===== src/rtl/rom_arbiter_if.sv =====
// Bus bundle between the mapper's PRG/CHR ROM channels, the arbiter and the memory controller.
// The slave modport is the arbiter's view; master is the surrounding environment's view.
interface rom_arbiter_if;
  logic [20:0] promaddr;
  logic        promreq;
  logic [7:0]  promdata;
  logic        promack;
  logic [20:0] cromaddr;
  logic        cromreq;
  logic [7:0]  cromdata;
  logic        cromack;
  logic [21:0] romaddr;
  logic        romreq;
  logic [7:0]  romdata;
  logic        romack;
  logic        err;

  modport slave (
    input  promaddr, promreq, cromaddr, cromreq, romdata, romack,
    output promdata, promack, cromdata, cromack, romaddr, romreq, err
  );

  modport master (
    output promaddr, promreq, cromaddr, cromreq, romdata, romack,
    input  promdata, promack, cromdata, cromack, romaddr, romreq, err
  );
endinterface


===== src/rtl/rom_arbiter.sv =====
// Round-robin arbiter sharing one ROM port between the PRG and CHR channels of a mapper.
// Optional request watchdog enabled by defining ROMARB_TIMEOUT_EN (limit set by TIMEOUT).
module rom_arbiter #(
  parameter int unsigned TIMEOUT = 255
) (
  input  logic         clk,
  input  logic         reset,
  rom_arbiter_if.slave bus
);

  typedef enum logic [1:0] {
    IDLE   = 2'd0,
    BUSY_P = 2'd1,
    BUSY_C = 2'd2,
    DONE   = 2'd3
  } state_t;

  state_t      state_r, state_s;
  logic        romreq_r, romreq_s;
  logic [21:0] romaddr_r, romaddr_s;
  logic        promack_r, promack_s;
  logic        cromack_r, cromack_s;
  logic [7:0]  promdata_r, promdata_s;
  logic [7:0]  cromdata_r, cromdata_s;
  logic        last_r, last_s;   // 1 = CHR was granted last

`ifdef ROMARB_TIMEOUT_EN
  localparam int unsigned CW = ($clog2(TIMEOUT + 1) > 8) ? $clog2(TIMEOUT + 1) : 8;
  logic [CW-1:0] cnt_r, cnt_s;
  logic          err_r, err_s;
`endif

  // Next-state and next-output computation for the arbitration FSM
  always_comb begin
    state_s    = state_r;
    romreq_s   = romreq_r;
    romaddr_s  = romaddr_r;
    promack_s  = 1'b0;
    cromack_s  = 1'b0;
    promdata_s = promdata_r;
    cromdata_s = cromdata_r;
    last_s     = last_r;
`ifdef ROMARB_TIMEOUT_EN
    cnt_s      = cnt_r;
    err_s      = err_r;
`endif
    case (state_r)
      IDLE: begin
        // PRG wins outright, or on a tie when CHR was served last
        if (bus.promreq && (!bus.cromreq || last_r)) begin
          romaddr_s = {1'b0, bus.promaddr};
          romreq_s  = 1'b1;
          last_s    = 1'b0;
          state_s   = BUSY_P;
`ifdef ROMARB_TIMEOUT_EN
          cnt_s     = '0;
`endif
        end else if (bus.cromreq) begin
          romaddr_s = {1'b1, bus.cromaddr};
          romreq_s  = 1'b1;
          last_s    = 1'b1;
          state_s   = BUSY_C;
`ifdef ROMARB_TIMEOUT_EN
          cnt_s     = '0;
`endif
        end else begin
          state_s = IDLE;
        end
      end
      BUSY_P, BUSY_C: begin
        if (bus.romack) begin
          romreq_s = 1'b0;
          state_s  = DONE;
          if (state_r == BUSY_P) begin
            promdata_s = bus.romdata;
            promack_s  = 1'b1;
          end else begin
            cromdata_s = bus.romdata;
            cromack_s  = 1'b1;
          end
        end else begin
`ifdef ROMARB_TIMEOUT_EN
          // Count reaches TIMEOUT-1 on the TIMEOUT-th busy cycle
          if (cnt_r == CW'(TIMEOUT - 1)) begin
            romreq_s = 1'b0;
            state_s  = DONE;
            err_s    = 1'b1;
            if (state_r == BUSY_P) begin
              promdata_s = 8'hFF;
              promack_s  = 1'b1;
            end else begin
              cromdata_s = 8'hFF;
              cromack_s  = 1'b1;
            end
          end else begin
            cnt_s = cnt_r + CW'(1);
          end
`else
          state_s = state_r;
`endif
        end
      end
      DONE: begin
        state_s = IDLE;
      end
      default: begin
        state_s  = IDLE;
        romreq_s = 1'b0;
      end
    endcase
  end

  // State and registered-output update with asynchronous reset
  always_ff @(posedge clk or posedge reset) begin
    if (reset) begin
      state_r    <= IDLE;
      romreq_r   <= 1'b0;
      romaddr_r  <= 22'h000000;
      promack_r  <= 1'b0;
      cromack_r  <= 1'b0;
      promdata_r <= 8'h00;
      cromdata_r <= 8'h00;
      last_r     <= 1'b1;
`ifdef ROMARB_TIMEOUT_EN
      cnt_r      <= '0;
      err_r      <= 1'b0;
`endif
    end else begin
      state_r    <= state_s;
      romreq_r   <= romreq_s;
      romaddr_r  <= romaddr_s;
      promack_r  <= promack_s;
      cromack_r  <= cromack_s;
      promdata_r <= promdata_s;
      cromdata_r <= cromdata_s;
      last_r     <= last_s;
`ifdef ROMARB_TIMEOUT_EN
      cnt_r      <= cnt_s;
      err_r      <= err_s;
`endif
    end
  end

  assign bus.romreq   = romreq_r;
  assign bus.romaddr  = romaddr_r;
  assign bus.promack  = promack_r;
  assign bus.cromack  = cromack_r;
  assign bus.promdata = promdata_r;
  assign bus.cromdata = cromdata_r;
`ifdef ROMARB_TIMEOUT_EN
  assign bus.err      = err_r;
`else
  assign bus.err      = 1'b0;
`endif

endmodule


===== src/flat_wrapper.sv =====
// flat-port wrapper written by rule: the top's interface ports become plain ports
module rom_arbiter_flat 
#(
  parameter int unsigned TIMEOUT = 255
)
  (clk, reset, bus_promaddr, bus_promreq, bus_cromaddr, bus_cromreq, bus_romdata, bus_romack, bus_promdata, bus_promack, bus_cromdata, bus_cromack, bus_romaddr, bus_romreq, bus_err);
  rom_arbiter_if bus_i ();
  input  logic clk;
  input  logic reset;
  input wire logic [$bits(bus_i.promaddr)-1:0] bus_promaddr;
  input wire logic [$bits(bus_i.promreq)-1:0] bus_promreq;
  input wire logic [$bits(bus_i.cromaddr)-1:0] bus_cromaddr;
  input wire logic [$bits(bus_i.cromreq)-1:0] bus_cromreq;
  input wire logic [$bits(bus_i.romdata)-1:0] bus_romdata;
  input wire logic [$bits(bus_i.romack)-1:0] bus_romack;
  output wire logic [$bits(bus_i.promdata)-1:0] bus_promdata;
  output wire logic [$bits(bus_i.promack)-1:0] bus_promack;
  output wire logic [$bits(bus_i.cromdata)-1:0] bus_cromdata;
  output wire logic [$bits(bus_i.cromack)-1:0] bus_cromack;
  output wire logic [$bits(bus_i.romaddr)-1:0] bus_romaddr;
  output wire logic [$bits(bus_i.romreq)-1:0] bus_romreq;
  output wire logic [$bits(bus_i.err)-1:0] bus_err;
  assign bus_i.promaddr = bus_promaddr;
  assign bus_i.promreq = bus_promreq;
  assign bus_i.cromaddr = bus_cromaddr;
  assign bus_i.cromreq = bus_cromreq;
  assign bus_i.romdata = bus_romdata;
  assign bus_i.romack = bus_romack;
  assign bus_promdata = bus_i.promdata;
  assign bus_promack = bus_i.promack;
  assign bus_cromdata = bus_i.cromdata;
  assign bus_cromack = bus_i.cromack;
  assign bus_romaddr = bus_i.romaddr;
  assign bus_romreq = bus_i.romreq;
  assign bus_err = bus_i.err;
  rom_arbiter #(.TIMEOUT(TIMEOUT)) u_core (.clk(clk), .reset(reset), .bus(bus_i));
endmodule

===== config.mk =====
export PLATFORM = sky130hd
export DESIGN_NAME = rom_arbiter_flat
export DESIGN_NICKNAME = d
export VERILOG_FILES = /design/src/rtl/rom_arbiter_if.sv /design/src/rtl/rom_arbiter.sv /design/src/flat_wrapper.sv
export SDC_FILE = /design/constraint.sdc
export NUM_CORES = 1
export LEC_CHECK = 0
export CAP_MARGIN = 20
export CORE_MARGIN = 2
export CORE_UTILIZATION = 40
export CTS_CLUSTER_SIZE = 24
export DETAILED_ROUTE_END_ITERATION = 16
export PLACE_DENSITY = 0.8
export REMOVE_ABC_BUFFERS = 1
export SETUP_SLACK_MARGIN = 0.2
export SLEW_MARGIN = 20
export SYNTH_ARGS = -nofsm -noshare
export SYNTH_HDL_FRONTEND = slang
export SYNTH_SLANG_ARGS = --single-unit

===== constraint.sdc =====
create_clock -name clk -period 3 [get_ports clk]
set_input_delay 0.75 -clock clk [delete_from_list [all_inputs] [get_ports clk]]
set_output_delay 0.75 -clock clk [all_outputs]
set_load 0.02 [all_outputs]

==> out/qor.yml, run 1 <==
drcViolationCount: 0
port_buffers: 95
irDropWorstVdd_v: 0.000609
num_vias: 1819
gp_congestion: 0.831
outcome: "finished clean"
max_freq_mhz: 472
coreArea_um2: 4820
ys.flop_type: "dfrtp_1"
setup_viol_count_final: 0
arrival_ns: 2.30
cts_buffers: 5
post-dp-hpwl_um: 3780
synthArstFlopShare_pct: 100
period_minus_slack_ns: 2.12
clock_latency_ns: 0.30
synth_common_cells: "43 x dfrtp_1, 25 x nor2_1, 24 x a31oi_1"
p_leak_uw: 0.00126
maxCapViolCount: 0
cp_max_fo: 25
gr-total-overflow: 0
p_per_area_nw_per_um2: 1040
die_area_um2: 5680
grt_setup_unrepaired: "false"
die_y_um: 75.3
startpoint_type: "input port"
drive_gt1_share_pct: 11.2
cts_resized: 0
antenna_cells: 0
cts-root-buf: "clkbuf_8"
antenna_found_initial: 0
ys_warn_count: 0
clk_path_buf_depth: 2
cts.sinks: 44
dp.cells: 345
initial_core_util_pct: 42.3
synth_edf_count: 0
grt_pass1_wl_um: 8310
yosysTopAreaCellShare_pct: 52.9
cp-end-kind: "flop"
syn_avg_cell_area_um2: 10.4
synthDistinctLibCells: 26
synth.top_cells.by_area: "dfrtp_1 53%, mux2_2 8.9%, a31oi_1 7.4%, a21oi_1 5.7%, o21ai_0 5.4%"
finalSetupTns_ns: 0
grt.total_usage_pct: 19.1
hold_class: "flop to flop"
dieWidth_um: 75.3
netlist_instances: 195
criticalPathCategory: "input port to flop"
worstMarginPinSlew_ns: 0.916
rows: 25
htree_levels: 2
grt_pass1_vias: 1773
slew_viol_final: 0
drt_wl_total_um: 5390
io_pins: 97
ant_nets: 0
whs_ns: 0.510
ys_ff_latch: 44
postCtsSetupRepairBufs: 0
finalHoldViolCount: 0
holdBufCountCts: 0
synth_top_area_cell: "dfrtp_1"
grt_max_degree: 26
maxSlewHeadroom_pct: 38.9
finalNetCount: 344
fin_util_pct: 64.3
num-fill-cells: 421
dr.pass1.iters: 4
tritoncts: "yes"
final_cells: 353
clk_pin_slew_worst_paths_ns: 0.09
cp.required_ns: 3.18
area_growth_pct: 52.1
drt_first_iter_violations: 85
finalCritPeriodShare_pct: 70.6
synthMostInstantiatedCell: "dfrtp_1"
ys_seq_area_share_pct: 54.1
post_drt_wl_per_cell_um: 15.3
syn-cell-area_um2: 2040
vias_per_cell: 5.15
fin_skew_ns: 0.0124
==> state kept, by name (all words and copies together) (netlist names) <==
register             flops
u_core.bus.romaddr      22
u_core.bus.cromdata      8
u_core.bus.promdata      8
u_core.state_r           2
u_core.bus.cromack       1
u_core.bus.promack       1
u_core.bus.romreq        1
u_core.last_r            1
==> path summary, 6_finish.rpt <==
| kind | start | to | slack, ns | depth (start not counted) |
|---|---|---|---|---|
| max | bus_cromreq | u_core.bus.romaddr[14] | 0.88 | 4 |
| max reg2reg | u_core.last_r | u_core.bus.romaddr[14] | 1.27 | 3 |
| max in group asynchronous | reset | u_core.last_r | 1.63 | 3 |
| min in group asynchronous | reset | u_core.bus.cromdata[7] | 0.81 | 2 |
| min | u_core.bus.promdata[0] | u_core.bus.promdata[0] | 0.51 | 1 |
| min reg2reg | u_core.bus.promdata[0] | u_core.bus.promdata[0] | 0.51 | 1 |
==> routing by layer <==
metal | part of all wire (%) | GRT usage (%)
met1 | 40 | 24.7
met2 | 45 | 30.2
met3 | 13 | 7.41
met4 | 1.1 | 5.26
met5 | 0 | 0
==> worst max-delay path, stage by stage <==
cell and delay, ns:
clkdlybuf4s50_1 0.56, nand2b_1 0.52, a31oi_1 0.36, a21oi_1 0.10
==> cells by family after synthesis <==
kind of cell               after synthesis  synth area share, %
AOI/OAI and AO/OA                       74                 20.5
adders and majority gates                4                 2.46
buffers and inverters                   22                 6.15
DFF                                     44                 54.1
muxes                                   16                 8.85
other                                    1                0.184
and+or+nand+nor                         34                 7.74
==> final cells by class <==
| type | instances | area [um^2] | area share (%) |
|---|---|---|---|
| flip-flops and latches | 44 | 1100 | 35.6 |
| clock inverters | 2 | 12.5 | 0.404 |
| clock buffers | 6 | 72.6 | 2.34 |
| well taps | 67 | 83.8 | 2.71 |
| multi-input cells | 129 | 808 | 26.1 |
| repair buffers | 99 | 993 | 32.1 |
| inverters | 6 | 22.5 | 0.728 |
==> placed cells by master, fill, tap and decap left out, drive strengths merged, types with 3 or more instances in the layout <==
cell type and n:
buf 4, a31oi 24, a21oi 23, nor2 25
ha 4, o21ai 23, clkdlybuf4s50 95, nand2b 3
inv 6, mux2 16, clkbuf 6, dfrtp 43
==> per-stage QoR <==
step | worst slack [ns] | power (uW) | area (um^2)
after floorplan | 1.21 | 2050 | 1930
after global placement | 0.615 | 2830 | 3010
after detailed placement | 0.566 | 2870 | 3010
after CTS | 0.901 | 3250 | 3100
after global routing | 0.763 | 3440 | 3100
final | 0.882 | 3220 | 3100
==> report_power, final <==
part           total, uW  internal (uW)  switching (uW)
Clock                367            163             204
Sequential          1060            901             156
Combinational       1800            877             921
Total               3220           1940            1280
No activity file was read; power rests on OpenSTA's default activity.
==> run 2: changes to the inputs <==
- CORE_UTILIZATION: 40 -> 37
- PLACE_DENSITY: 0.8 -> 0.78
- clock period: 3 -> 1.76 ns (I/O delays scaled with it)
==> run 2 against run 1 <==
Hold slack lost 0.13 ns. Sequential power increased by 68%. Setup slack worse by 0.59 ns. Routed wire length grew 9.0%. Die area up 7.7%. Global-route usage shrank 0.16 points. Critical path depth unchanged.
==> out/qor.yml, run 2 (synthesis gave the netlist of run 1 again) <==
grt_pass1_wl_um: 9030
rrSetupSlack_ns: 0.29
tritoncts: "yes"
r2r_start: "u_core.state_r[1]"
drive_gt1_share_pct: 17.2
worstMarginPinSlew_ns: 0.500
clkPwrFrac_pct: 14.1
arrival_ns: 1.66
p_seq_share_pct: 32.5
grt_pass1_vias: 1926
largest_reg_flops: 22
coreArea_um2: 5410
cp_max_fo: 9
slew_viol_final: 0
ff2ff_path_depth: 4
cp.required_ns: 1.94
comb_power_share_pct: 53.4
finalNetCount: 360
gr-total-overflow: 0
max_freq_mhz: 679
die_area_um2: 6110
hold_class: "input port to async pin"
fin_skew_ns: 0.00309
drt_first_iter_violations: 81
p_leak_uw: 0.00143
grt_setup_unrepaired: "false"
worstSetupStartpoint: "u_core.state_r[1]"
vias_per_cell: 5.10
critPathCapture: "u_core.bus.cromdata[3]"
startpoint_type: "flop"
layout_common_cells: "52 x clkdlybuf4s50_1, 43 x dfrtp_1, 41 x dlygate4sd2_1"
swShare_pct: 41.1
layout_commonest_cell: "clkdlybuf4s50_1"
critical_path.max_stage_delay_ns: 0.41
p_int_uw: 3230
cp-end-kind: "flop"
cp_cell_sequence: "inv_1 -> ha_2 -> nand3b_4 -> mux2_2"
cp_slowest_cell: "dfrtp_1"
cts.sinks: 44
initial_core_util_pct: 37.7
clk_path_buf_depth: 2
p_per_area_nw_per_um2: 1690
rows: 27
num_vias: 1907
cts-root-buf: "clkbuf_8"
finalCritPeriodShare_pct: 83.7
maxCapViolCount: 0
maxSlewHeadroom_pct: 66.6
fin_ws_ns: 0.288
die_y_um: 78.2
htree_levels: 2
irDropWorstVdd_v: 0.00101
outcome: "finished clean"
io_pins: 97
grt.total_usage_pct: 18.9
clk_pin_slew_worst_paths_ns: 0.08
worstReg2RegEnd: "u_core.bus.cromdata[3]"
drt_wl_total_um: 5880
antenna_cells: 0
area_growth_pct: 59.4
fin_util_pct: 60.0
port_buffers: 95
setup_viol_count_final: 0
holdBufCountCts: 0
ant_nets: 0
grt_max_degree: 24
power_switching_uw: 2250
cts_buffers: 5
clock_latency_ns: 0.29
place_ws_ns: -0.201
drcViolationCount: 0
antenna_found_initial: 0
dr.pass1.iters: 4
post-dp-hpwl_um: 3960
gp_congestion: 0.758
post_drt_wl_per_cell_um: 15.7
criticalPathCategory: "flop to flop"
dieWidth_um: 78.2
period_minus_slack_ns: 1.47
finalHoldViolCount: 0
run 2: worst min-delay path by stage:
stage | cells past startpoint | endpoint | start
floorplan | 2 | u_core.last_r | u_core.last_r
global placement | 1 | u_core.bus.promdata[6] | u_core.bus.promdata[6]
detailed placement | 1 | u_core.bus.promdata[0] | u_core.bus.promdata[0]
CTS | 2 | u_core.bus.romaddr[15] | reset
global route | 2 | u_core.bus.romaddr[19] | reset
finish | 2 | u_core.bus.romaddr[15] | reset
run 2: layout make-up:
cell class,instances,area (um^2)
timing repair buffer,113,1060
fill,471,2160
multi-input combinational,131,861
tap,72,90.1
clock buffer,5,68.8
clock inverter,3,42.5
inverter,6,22.5
sequential,44,1100
run 2: worst max-delay path: cells and delay by family (launching register included):
family	cells	cell delay, ns
fa+ha+maj	1	0.32
buf+inv	1	0.11
flops	1	0.41
mux	1	0.36
simple gates	1	0.17
run 2: timing repair:
action | 4_1_cts | 5_1_grt
buffers inserted | 0 | 4
resized for setup | 43 | 9
endpoints found under the setup margin | 70 | 36
gates cloned | 0 | 3
endpoints found under the hold margin | 0 | 0
pin swaps | 1 | 1
run 2: through the flow:
stage          area, um^2  total power, uW  hold slack [ns]  std cells  setup TNS (ns)
2_1_floorplan        1930             3500            0.489        179               0
3_3_place_gp         3090             4900            0.486        359           -3.41
3_5_place_dp         3090             4960            0.495        359           -3.87
4_1_cts              3160             5440            0.376        367               0
5_1_grt              3240             5880            0.383        374               0
6_report             3240             5480            0.384        374               0
run 2: layer usage:
layer,GRT usage [%],routed length (um),part of all wire [%]
met1,22.8,2370,40
met2,30.3,2820,48
met3,8.39,636,11
met4,6.49,51,0.87
met5,0,0,0
run 2: power groups by stage:
| stage | clock network [uW] | registers, uW | logic (uW) |
|---|---|---|---|
| final | 772 | 1780 | 2930 |
| after global routing | 839 | 1850 | 3190 |
| after CTS | 806 | 1790 | 2850 |
| after detailed placement | 0 | 1830 | 3130 |
| after global placement | 0 | 1800 | 3090 |
| after floorplan | 0 | 2380 | 1110 |
